$ cat src/rtl/seg_serial_display.sv
// Serial 7-segment chain driver: builds a text/graphic frame on start, then runs CLR, SHIFT, LATCH phases.
// Busy for (8*DIGITS+2)*2*CLK_DIV cycles; start is ignored while busy, and done pulses on return to IDLE.
module seg_serial_display #(
  parameter int DIGITS  = 8,
  parameter int CLK_DIV = 2
) (
  input  logic                  clk,
  input  logic                  rst,
  input  logic                  start,
  input  logic                  text,
  input  logic                  flash,
  input  logic [4*DIGITS-1:0]   hexs,
  input  logic [DIGITS-1:0]     points,
  input  logic [DIGITS-1:0]     les,
  input  logic [8*DIGITS-1:0]   gfx,
  output logic                  segclk,
  output logic                  segsout,
  output logic                  segen,
  output logic                  segclrn,
  output logic                  busy,
  output logic                  done
);
  localparam int FW = 8 * DIGITS;
  localparam int PW = (2 * CLK_DIV > 1) ? $clog2(2 * CLK_DIV) : 1;
  localparam int BW = (FW > 1) ? $clog2(FW) : 1;

  typedef enum logic [1:0] {IDLE, CLR, SHIFT, LATCH} state_t;

  state_t          state_q, state_d;
  logic [PW-1:0]   p_q, p_d;
  logic [BW-1:0]   bit_q, bit_d;
  logic [FW-1:0]   sh_q, sh_d;
  logic [FW-1:0]   frame;
  logic            segclk_q, segsout_q, segen_q, segclrn_q, busy_q, done_q;
  logic            last_phase;

  // Active-low segments in {g,f,e,d,c,b,a} order.
  function automatic logic [6:0] hex2seg(input logic [3:0] h);
    case (h)
      4'h0: hex2seg = 7'h40;  4'h1: hex2seg = 7'h79;
      4'h2: hex2seg = 7'h24;  4'h3: hex2seg = 7'h30;
      4'h4: hex2seg = 7'h19;  4'h5: hex2seg = 7'h12;
      4'h6: hex2seg = 7'h02;  4'h7: hex2seg = 7'h78;
      4'h8: hex2seg = 7'h00;  4'h9: hex2seg = 7'h10;
      4'hA: hex2seg = 7'h08;  4'hB: hex2seg = 7'h03;
      4'hC: hex2seg = 7'h46;  4'hD: hex2seg = 7'h21;
      4'hE: hex2seg = 7'h06;  default: hex2seg = 7'h0E;
    endcase
  endfunction

  always_comb begin
    frame = '0;
    for (int i = 0; i < DIGITS; i++) begin
      if (!text)                frame[8*i +: 8] = gfx[8*i +: 8];
      else if (les[i] && flash) frame[8*i +: 8] = 8'hFF;
      else                      frame[8*i +: 8] = {~points[i], hex2seg(hexs[4*i +: 4])};
    end
  end

  assign last_phase = (p_q == PW'(2 * CLK_DIV - 1));

  always_comb begin
    state_d = state_q;
    p_d     = last_phase ? '0 : p_q + PW'(1);
    bit_d   = bit_q;
    sh_d    = sh_q;
    case (state_q)
      IDLE: begin
        p_d = '0;
        if (start) begin
          state_d = CLR;
          sh_d    = frame;
        end
      end
      CLR: if (last_phase) begin
        state_d = SHIFT;
        bit_d   = '0;
      end
      SHIFT: if (last_phase) begin
        sh_d = {sh_q[FW-2:0], 1'b0};
        if (bit_q == BW'(FW - 1)) begin
          state_d = LATCH;
          bit_d   = '0;
        end else begin
          bit_d = bit_q + BW'(1);
        end
      end
      LATCH: if (last_phase) state_d = IDLE;
      default: state_d = IDLE;
    endcase
  end

  // Pins are registered from next-state values so they line up with the state they describe.
  always_ff @(posedge clk) begin
    if (rst) begin
      state_q   <= IDLE;
      p_q       <= '0;
      bit_q     <= '0;
      sh_q      <= '0;
      segclk_q  <= 1'b0;
      segsout_q <= 1'b1;
      segen_q   <= 1'b0;
      segclrn_q <= 1'b1;
      busy_q    <= 1'b0;
      done_q    <= 1'b0;
    end else begin
      state_q   <= state_d;
      p_q       <= p_d;
      bit_q     <= bit_d;
      sh_q      <= sh_d;
      segclk_q  <= (state_d == SHIFT) && (p_d >= PW'(CLK_DIV));
      segsout_q <= (state_d == SHIFT) ? sh_d[FW-1] : 1'b1;
      segen_q   <= (state_d == LATCH);
      segclrn_q <= (state_d != CLR);
      busy_q    <= (state_d != IDLE);
      done_q    <= (state_q == LATCH) && (state_d == IDLE);
    end
  end

  assign segclk  = segclk_q;
  assign segsout = segsout_q;
  assign segen   = segen_q;
  assign segclrn = segclrn_q;
  assign busy    = busy_q;
  assign done    = done_q;
endmodule

$ cat config.mk
export PLATFORM = sky130hd
export DESIGN_NAME = seg_serial_display
export DESIGN_NICKNAME = d
export VERILOG_FILES = /design/src/rtl/seg_serial_display.sv
export SDC_FILE = /design/constraint.sdc
export NUM_CORES = 1
export LEC_CHECK = 0
export BUFFER_PORTS_ARGS = -buffer_cell sky130_fd_sc_hd__buf_4
export CORE_MARGIN = 10
export CORE_UTILIZATION = 45
export CTS_BUF_LIST = sky130_fd_sc_hd__clkbuf_4 sky130_fd_sc_hd__clkbuf_8
export DETAILED_ROUTE_END_ITERATION = 8
export HOLD_SLACK_MARGIN = 0.02
export PLACE_DENSITY = 0.67
export SLEW_MARGIN = 20
export SYNTH_ARGS = -nofsm -noshare
export SYNTH_HDL_FRONTEND = slang
export SYNTH_SLANG_ARGS = --single-unit
$ cat constraint.sdc
create_clock -name clk -period 2.6 [get_ports clk]
set_input_delay 0.52 -clock clk [delete_from_list [all_inputs] [get_ports clk]]
set_output_delay 0.52 -clock clk [all_outputs]
set_load 0.03 [all_outputs]
Yosys cells after proc, flatten, opt, wreduce, memory -nomap -nowiden:

Memory sizes are Yosys's and may differ from the RTL's.
Cells that the tools add are included.

* add/sub/neg operators: 2
* $mul: 0
* divide/modulo/power cells: 0
* magnitude comparators: 1
* eq/ne operators: 11
* shift operators: 0
* muxes and demuxes: 31
* bitwise gates (word level): 9
* reduce and logical (&&, ||, !) cells: 18

Operators with widths (number)
* $mux 64: 2
* $mux 8: 16
* $pmux 64 s2: 1
* $mux 6: 3
* $mux 2: 7
* $pmux 6 s2: 1
* $eq 2x2->1 const B: 5
* $logic_and 1x1->1: 10
* $not 1->1: 9
* $pmux 2 s4: 1
* $add 6x1->6 const B: 1
* $eq 6x6->1 const B: 1
* $ne 2x2->1 const B: 3
* $reduce_and 3->1: 2
* $reduce_bool 2->1: 3
* $logic_not 2->1: 2
* $add 2x1->2 const B: 1
* $eq 2x1->1 const B: 1
* $ge 2x2->1 const B: 1
* $ne 2x1->1 const B: 1
* $reduce_or 2->1: 1

* register bits after elaboration: 80
* bits in latches: 0
* memory bits (writable): 0
* memory bits (read-only): 896
* bits of input ports: 117
* output and inout port bits: 6
* word-level logic and storage cells: 91
* memories kept: 8

Memory list
* (name not given): depth 16, width 7, read ports 1, clocked after memory_dff 0, wr ports 0, RTL line 39 `case (h)`
* (name not given): depth 16, width 7, read ports 1, clocked after memory_dff 0, wr ports 0, RTL line 39
* (name not given): depth 16, width 7, read ports 1, clocked after memory_dff 0, wr ports 0, RTL line 39
* (name not given): depth 16, width 7, read ports 1, clocked after memory_dff 0, wr ports 0, RTL line 39
* (name not given): depth 16, width 7, read ports 1, clocked after memory_dff 0, wr ports 0, RTL line 39
* (name not given): depth 16, width 7, read ports 1, clocked after memory_dff 0, wr ports 0, RTL line 39
* +2 memories

Longest topological paths before layout:

Gate-level depths: netlist (run 1).

* depth after elaboration: 7
* depth in mapped cells: 7
* gate-level depth less buffers: 6

Worst setup path after synthesis (run 1):

No wires, ideal clock.

* path kind: in2reg
* start: input port hexs[24]
* end: register sh_q[51]
* library setup time: 0.132 ns
* arrival: 1.543 ns
* required time: 2.468 ns
* slack: 0.925 ns
* stages on the path: 6
* buffers on the path: 0
* cell sequence: inv_1 > ha_1 > inv_1 > mux4_2 > o221ai_1 > a21oi_1

* word-level cells in the longest chain between the ends: 5

Ends and longest elaborated chain
* start: declaration: RTL line 12 `input logic [4*DIGITS-1:0] hexs,`
* $mem_v2 16x7
* $mux 8: RTL line 55 `else if (les[i] && flash) frame[8*i +: 8] = 8'hFF;`
* $mux 8: RTL line 54 `if (!text) frame[8*i +: 8] = gfx[8*i +: 8];`
* $mux 64: RTL line 70 `if (start) begin`
* $pmux 64 s2: RTL line 67 `case (state_q)`
* end signal: assignment: RTL line 99 `sh_q <= '0;`
* end signal: assignment: RTL line 110 `sh_q <= sh_d;`
* end: declaration: RTL line 32 `logic [FW-1:0] sh_q, sh_d;`

Every way passes these cells. The select of a mux whose other input is x is not followed.
A chain may end at the register's enable or synchronous reset.

Worst setup path after layout (run 1):

* start: register p_q[0]
* end: register sh_q[37]

* word-level cells in the longest chain between the ends: 3

Ends and longest elaborated chain
* start: declaration: RTL line 30 `logic [PW-1:0] p_q, p_d;`
* start signal: assignment: RTL line 108 `p_q <= p_d;`
* $eq 2x2->1: RTL line 60 `assign last_phase = (p_q == PW'(2 * CLK_DIV - 1));`
* $ne 2x2->1 (no source line)
* $reduce_and 3->1 (no source line)

Every way passes these cells.

==> out/metrics.cfg, run 1 <==
[cells_and_area]
finish.utilization_pct = 54.9
nFillCells = 1299
multi_input_area_um2 = 4450
fin_nets = 1009
seqCellArea_um2 = 1600
area_growth_pct = 18.3
drive_above_1_share_pct = 21.8
n_antenna_cell = 0

[sta]
setup_viol_count_final = 0
fin_skew_ps = 12.7
max-slew-margin-rel_pct = 44.6
fin_crit_sh_pct = 87.0
drv_slew = 0
tightest_slew_ps = 831
rsz0062_at_grt = false
hold_violations = 0
fin_ws_ps = 339
layout_min_cycle_time_ps = 2260
whs_ps = 443
max_freq_ghz = 0.442
final.setup.tns_ps = 0

[placement]
post-place-ws_ps = 417
place_congestion = 0.909
dp_hpwl_um = 13400
portBuffers = 122

[yosys]
synth.yosys.seq_area_share_pct = 24.7
synth_area_um2 = 6490
synth_ff_type = dfxtp_1
async_reset_ff_share_pct = 0
ys.warnings.count = 0
synth.largest_area_cell = dfxtp_1
synth_edf_count = 0
synth-seq-cells = 80
synth_top_area_share_pct = 24.7
postSynthAreaPerCell_um2 = 8.58
syn_nets = 931
ys_types = 55
synthCells = 756
yosys-top-cells-area = dfxtp_1, ha_1, a22o_1, o221ai_1, a22oi_1

[global_route]
track_usage_pct = 17.9
grt_first_pass_wirelength_um = 30600
first_global_vias = 6135
grt_overflow = 0
antenna_found_initial = 0
grt_max_degree = 81

[worst_setup_path]
slowest_delay_ps = 450
cp.arrival_ps = 2470
crit_path_end_kind = flop
cp_slowest_cell = ha_1
startpoint_type = flop
r2r_cells = 6
worst-path-max-fanout = 39
ff2ff_setup_slack_ps = 340
required_ps = 2810
path_class = reg2reg
crit_chain = ha_1 > inv_2 > buf_4 > a22o_1 > a22oi_1 > a21oi_1
r2r_end = sh_q[37]
regToRegStartpoint = p_q[0]

[die]
die_h_um = 140
core_area_um2 = 14000
io_pins = 123
start_util_pct = 46.4
fp.dieW_um = 140
die_area_um2 = 19600
rows = 43

[detailed_routing]
drc = 0
wire_per_inst_um = 18.2
routed_via_density = 6.22
drt-pass1-iter-count = 5
drt_iter0_markers = 643
ant_nets = 0
vias = 6339
drt_wl_total_um = 18500

[hold_path]
min_to = p_q[0]
hp-class = reg2reg
hold_path_depth = 1
hp-start = p_q[0]

[clock_network]
cts_max_level = 3
clk_pin_slew_ps = 90
cts-root-buf = clkbuf_8
numCtsBuffers = 9
post_cts_resize_count = 0
cts_buffer_depth = 2
postCtsSetupBuffers = 0
cts_tree = yes
cts.sinks = 80
clock_latency_ps = 360
cts_hold_buf = 0

[job]
maxCapViolations = 0

[power_and_ir_drop]
p_leak_nw = 3.11
p_total_w = 0.00305
power_density_nw_per_um2 = 397
irDropWorstVdd_mv = 0.346

[status]
status = completed

==> worst max-delay path by stage <==
stage                     slack (ps)       end  depth (start not counted)      from
after floorplan                  920  sh_q[51]                          6  hexs[24]
after global placement           440   sh_q[8]                          5      text
after detailed placement         420  sh_q[37]                          6    p_q[0]
after CTS                        390  sh_q[37]                          6    p_q[0]
after global routing             190  sh_q[37]                          6    p_q[0]
final                            340  sh_q[37]                          6    p_q[0]
==> sequential cells by signal (all words and copies together), names as in the netlist, 2 cells and up <==
signal   flops
bit_q        6
p_q          2
sh_q        64
state_q      2
==> per-layer routing <==
layer  up-vias  routed length (µm)  global-route usage, %  part of all wire (%)
li1       3062                   -                      -                     -
met1      3060                8260                   23.1                    45
met2       195                8970                   29.4                    48
met3        22                 988                   4.16                   5.3
met4         0                 283                   4.24                   1.5
met5         -                   0                      0                     0
==> cells in the final DEF, fill, tap and decap left out, drive strengths merged, types with 2 or more instances in the layout <==
cell type and instances:
a211oi 2, a21boi 12, a21o 5, a21oi 59, a221oi 3, a22o 63, a22oi 54, a31o 7
a31oi 14, and3 5, buf 136, clkbuf 9, clkinvlp 2, dfxtp 80, ha 58, inv 44
mux2 7, mux2i 30, mux4 8, nand2 42, nand2b 17, nand3 13, nor2 14, nor2b 22
nor3 8, nor3b 3, nor4 2, o211ai 19, o21a 2, o21ai 21, o221ai 48, o22ai 4
o31ai 7, or2 2, or3 2, or3b 3, xnor2 2, xor2 3
==> cells by family (layout without fill, tap and decap cells) <==
kind of cell	after synthesis	count (layout)	share of synthesized area [%]
AOI/OAI and AO/OA	324	324	36.8
xor gates and xnor gates	5	5	0.675
adders and majority gates	58	58	11.2
buffers and inverters	108	191	6.98
DFF	80	80	24.7
muxes	45	45	8.62
and+or+nand+nor	136	136	11.1
==> critical path: cells and delay by family, from the launching register on <==
family          cells  cell delay (ps)
flops               1              350
fa+ha+maj           1              450
compound gates      3              630
buf+inv             2              660
==> stage by stage <==
step                      instance area [µm²]  cells
after global placement                   7490   1003
after detailed placement                 7490   1003
after floorplan                          6490    756
final                                    7680   1019
after CTS                                7680   1019
after global routing                     7680   1019
==> synthesized netlist by cell type, types with 3 or more instances <==
master	count
dfxtp_1	80
a21boi_0	11
nor2_1	14
nand2_1	42
nand2b_1	17
mux2i_1	30
o21ai_1	5
a22oi_1	54
nor2b_1	22
inv_1	38
o22ai_1	4
a31o_1	5
o21ai_0	15
ha_1	58
a21oi_1	59
and3_1	5
nand3_1	13
a21o_1	5
xor2_1	3
mux2_2	7
o221ai_1	48
buf_2	32
o31ai_1	7
nor3_1	8
o211ai_1	19
a31oi_1	14
clkbuf_1	36
a22o_1	63
mux4_2	8
==> cell type report <==
type	count	area share (%)
clock buffer	9	1.61
clock inverter	7	0.766
inverter	39	1.91
multi-input combinational	568	57.9
sequential	80	20.9
tap	180	2.93
timing repair buffer	136	14.0
==> where the power goes <==
part | internal (W) | switching (W)
Clock | 0.000363 | 0.000503
Sequential | 0.00130 | 0.0000654
Combinational | 0.000411 | 0.000404
Power figures use the tool's default switching activity.
==> run 2, diff against run 1 <==
Settings changed: CORE_UTILIZATION 45 to 40, PLACE_DENSITY 0.67 to not set.
==> out/metrics.cfg, run 2 (synthesis results as in run 1) <==
[status]
status = completed

[worst_setup_path]
required_ps = 2880
cp_num_buf_inv = 2
worst-path-max-fanout = 41
path_class = reg2reg
crit_family = buffers and inverters
startpoint_type = flop
crit_chain = ha_1 > inv_2 > buf_4 > a22o_1 > a22oi_1 > a21oi_1
cp.arrival_ps = 2220
cp_slowest_cell = buf_4
slowest_delay_ps = 470
crit_path_end_kind = flop

[cells_and_area]
area_growth_pct = 19.5
fin_nets = 1014
largest_register_ffs = 64
top_regs = sh_q x64, bit_q x6
n_antenna_cell = 0
layout.cells.most_common = buf_4
drive_above_1_share_pct = 22.3
regMostFlops = sh_q
final_cell_mix = buf_4, dfxtp_1, a22o_1

[die]
io_pins = 123
core_area_um2 = 15900
die_area_um2 = 21700
start_util_pct = 40.8
rows = 46
die_h_um = 147
fp.dieW_um = 147

[detailed_routing]
vias = 6240
routed_via_density = 5.89
drc = 0
drt-pass1-iter-count = 5
wire_per_inst_um = 18.1
drt_wl_total_um = 19200
ant_nets = 0
drt_iter0_markers = 426

[placement]
post-place-ws_ps = 377
dp_hpwl_um = 13900
portBuffers = 122
place_congestion = 0.867

[clock_network]
cts_hold_buf = 0
cts-root-buf = clkbuf_8
clk_pin_slew_ps = 80
post_cts_resize_count = 0
postCtsSetupBuffers = 0
numCtsBuffers = 9
cts_max_level = 3
clock_latency_ps = 360
cts.sinks = 80
cts_tree = yes
cts_buffer_depth = 2

[sta]
tightest_slew_ps = 1060
rsz0062_at_grt = false
max-slew-margin-rel_pct = 28.8
max_freq_ghz = 0.517
drv_slew = 0
layout_min_cycle_time_ps = 1930
fin_crit_sh_pct = 74.4
setup_viol_count_final = 0
hold_violations = 0
final.setup.tns_ps = 0
fin_ws_ps = 666
fin_skew_ps = 6.86

[global_route]
grt_max_degree = 81
track_usage_pct = 17.1
antenna_found_initial = 0
grt_first_pass_wirelength_um = 31400
first_global_vias = 6246
grt_overflow = 0

[hold_path]
hp-class = reg2reg

[job]
maxCapViolations = 0

[power_and_ir_drop]
p_total_w = 0.00322
irDropWorstVdd_mv = 0.261
power_density_nw_per_um2 = 416
p_leak_nw = 3.15

==> run 2: cell types whose count changed in the layout (fill, tap and decap cells not counted) <==
cell,before,now
buf_12,4,0
bufinv_16,0,2
clkbuf_8,9,10
buf_4,132,141
inv_6,5,0
clkinv_2,0,1
clkbuf_4,0,3
clkinvlp_4,2,0
==> run 2: worst paths after layout <==
check          from        to  slack (ps)  depth (start not counted)
max          p_q[0]  sh_q[37]         670                          6
min          p_q[0]    p_q[0]         440                          1
max reg2reg  p_q[0]  sh_q[37]         670                          6
min reg2reg  p_q[0]    p_q[0]         440                          1
==> run 2: worst register-to-register path, stage by stage (launching register included) <==
cell and delay (ps):
dfxtp_1 320, ha_1 220, inv_2 330, buf_4 480, a22o_1 250, a22oi_1 90
a21oi_1 170
==> run 2: final cells by class <==
type	count	area (µm²)
Multi-Input combinational cell	568	4450
Inverter	39	146
Fill cell	1592	8130
Clock buffer	13	160
Sequential cell	80	1600
Clock inverter	3	65.1
Tap cell	216	270
Timing Repair Buffer	141	1060
==> run 2: report_power, final <==
part | switching, W | internal, W | total (W) | leakage [nW]
Sequential | 0.0000586 | 0.00130 | 0.00136 | 0.657
Combinational | 0.000415 | 0.000408 | 0.000823 | 2.38
Clock | 0.000442 | 0.000598 | 0.00104 | 0.118
Total | 0.000915 | 0.00231 | 0.00322 | 3.15
==> run 2: metrics by stage <==
stage	std cells	hold WS (ps)	util (%)	cell area (µm²)
3_5_place_dp	1044	430	47.4	7530
2_1_floorplan	756	407	-	6490
4_1_cts	1060	441	48.8	7750
3_3_place_gp	1044	419	47.4	7530
6_report	1060	437	48.8	7750
5_1_grt	1060	449	48.8	7750
==> run 2: routing by layer <==
metal	share of wire, %	vias to the layer above	GRT usage (%)
met2	49	144	28.1
met1	46	3006	22.1
met4	1.7	0	4.86
met3	3.3	23	3.22
met5	0	-	0
li1	-	3067	-
==> run 3, diff against run 2 <==
Clock period 2.6 ns to 1.6 ns, I/O delays scaled along.
==> out/metrics.cfg, run 3 (synthesis results as in run 1) <==
[status]
status = complete, but fails checks
violations = negative setup slack

[worst_setup_path]
startpoint_type = flop
worst-path-max-fanout = 3
required_ps = 1840
path_class = reg2reg
cp.arrival_ps = 1870
crit_path_end_kind = flop
cp_slowest_cell = or3b_1
crit_family = simple AND/OR/NAND/NOR gates
cp_num_buf_inv = 0
crit_chain = ha_4 > nor2b_4 > a22o_1 > a221oi_2 > or3b_1
slowest_delay_ps = 390

[detailed_routing]
drt-pass1-iter-count = 6
wire_per_inst_um = 17.2
ant_nets = 0
routed_via_density = 5.77
drt_wl_total_um = 19800
vias = 6627
drc = 0
drt_iter0_markers = 490

[global_route]
antenna_found_initial = 0
grt_first_pass_wirelength_um = 32600
track_usage_pct = 17.6
first_global_vias = 6596
grt_overflow = 0
grt_max_degree = 60

[clock_network]
cts_tree = yes
numCtsBuffers = 9
cts_max_level = 3
cts_buffer_depth = 2
cts.sinks = 80
clock_latency_ps = 370
clk_pin_slew_ps = 80
cts-root-buf = clkbuf_8

[die]
die_area_um2 = 21700
core_area_um2 = 15900
fp.dieW_um = 147
start_util_pct = 40.8
io_pins = 123
die_h_um = 147
rows = 46

[sta]
fin_crit_sh_pct = 102
tightest_slew_ps = 633
fin_ws_ps = -25.8
rsz0062_at_grt = true
layout_min_cycle_time_ps = 1630
hold_violations = 0
drv_slew = 0
max-slew-margin-rel_pct = 57.8
setup_viol_count_final = 1
max_freq_ghz = 0.615
fin_skew_ps = 10.3

[power_and_ir_drop]
switching_share_pct = 28.6
power_density_nw_per_um2 = 631
power_frac_seq_pct = 41.4
p_comb_share_pct = 28.1
irDropWorstVdd_mv = 0.398
clock_power_share_pct = 30.5
p_total_w = 0.00537
internal_power_w = 0.00383
p_leak_nw = 3.59
switchingPower_w = 0.00153

[job]
maxCapViolations = 0

[cells_and_area]
area_growth_pct = 31.2
layout.cells.most_common = buf_4
largest_register_ffs = 64
drive_above_1_share_pct = 31.0
regMostFlops = sh_q
nFillCells = 1486
final_cell_mix = buf_4, dfxtp_1, a22o_1
top_regs = sh_q x64, bit_q x6
n_antenna_cell = 0
fin_nets = 1102
final_cells = 1148

[placement]
place_congestion = 0.892
portBuffers = 122
dp_cells = 1130
dp_hpwl_um = 15100

[hold_path]
hp-class = in2reg

-- run 3: cell types whose count changed in the layout (fill, tap and decap cells not counted), sizes merged --
cell | previous run | this run
buf | 141 | 229
bufinv | 2 | 1
clkbuf | 13 | 14
-- run 3: tightest hold or removal path, cell delays in order --
cell and delay, ps:
buf_4 80, o211ai_1 70, a21oi_1 110
-- run 3: path summary, 6_finish.rpt --
kind                start  endpoint  slack, ps  depth (start not counted)
setup / recovery   p_q[0]   segsout        -30                          5
setup reg to reg   p_q[0]   segsout        -30                          5
hold / removal    gfx[36]  sh_q[36]        260                          3
hold reg to reg    p_q[0]    p_q[0]        440                          1
-- run 3: repair_timing --
action / CTS / global route
setup buffers: 2 / 0
endpoints found under the setup margin: 4 / 45
gates resized for setup: 6 / 13
pin swaps: 3 / 4
cloned: 0 / 0
hold buffers: 0 / 0
-- run 3: power by group through the flow --
stage	sequential [W]	clock [W]	combinational, W
after global placement	0.00225	0	0.00146
after global routing	0.00224	0.00175	0.00167
final	0.00222	0.00164	0.00151
after CTS	0.00221	0.00167	0.00150
after floorplan	0.00224	0	0.000840
after detailed placement	0.00226	0	0.00149
-- run 3: cell type report --
type                    instances  area (µm²)  share of cell area [%]
flip-flops and latches         80        1610                    18.9
repair buffers                229        1760                    20.7
inverters                      39         146                    1.72
clock inverters                 2        35.0                   0.412
well taps                     216         270                    3.18
multi-input cells             568        4500                    52.9
clock buffers                  14         186                    2.19
-- run 3: metrics by stage --
stage               utilization [%]  TNS (ps)  hold WS, ps  cell area (µm²)  worst slack, ps
floorplan                         -         0          407             6490             53.3
global placement               51.6      -677          416             8200             -111
detailed placement             51.6     -1280          431             8200             -111
CTS                            53.2     -56.5          245             8460            -56.5
global route                   53.6     -96.3          275             8510            -96.3
finish                         53.6     -25.8          259             8510            -25.8
-- run 3: per-layer routing --
layer,track usage (%),up-vias,part of all wire (%)
li1,-,3249,-
met1,22.7,3159,45
met2,29.0,193,48
met3,3.22,26,4.4
met4,5.45,0,1.8
met5,0,-,0
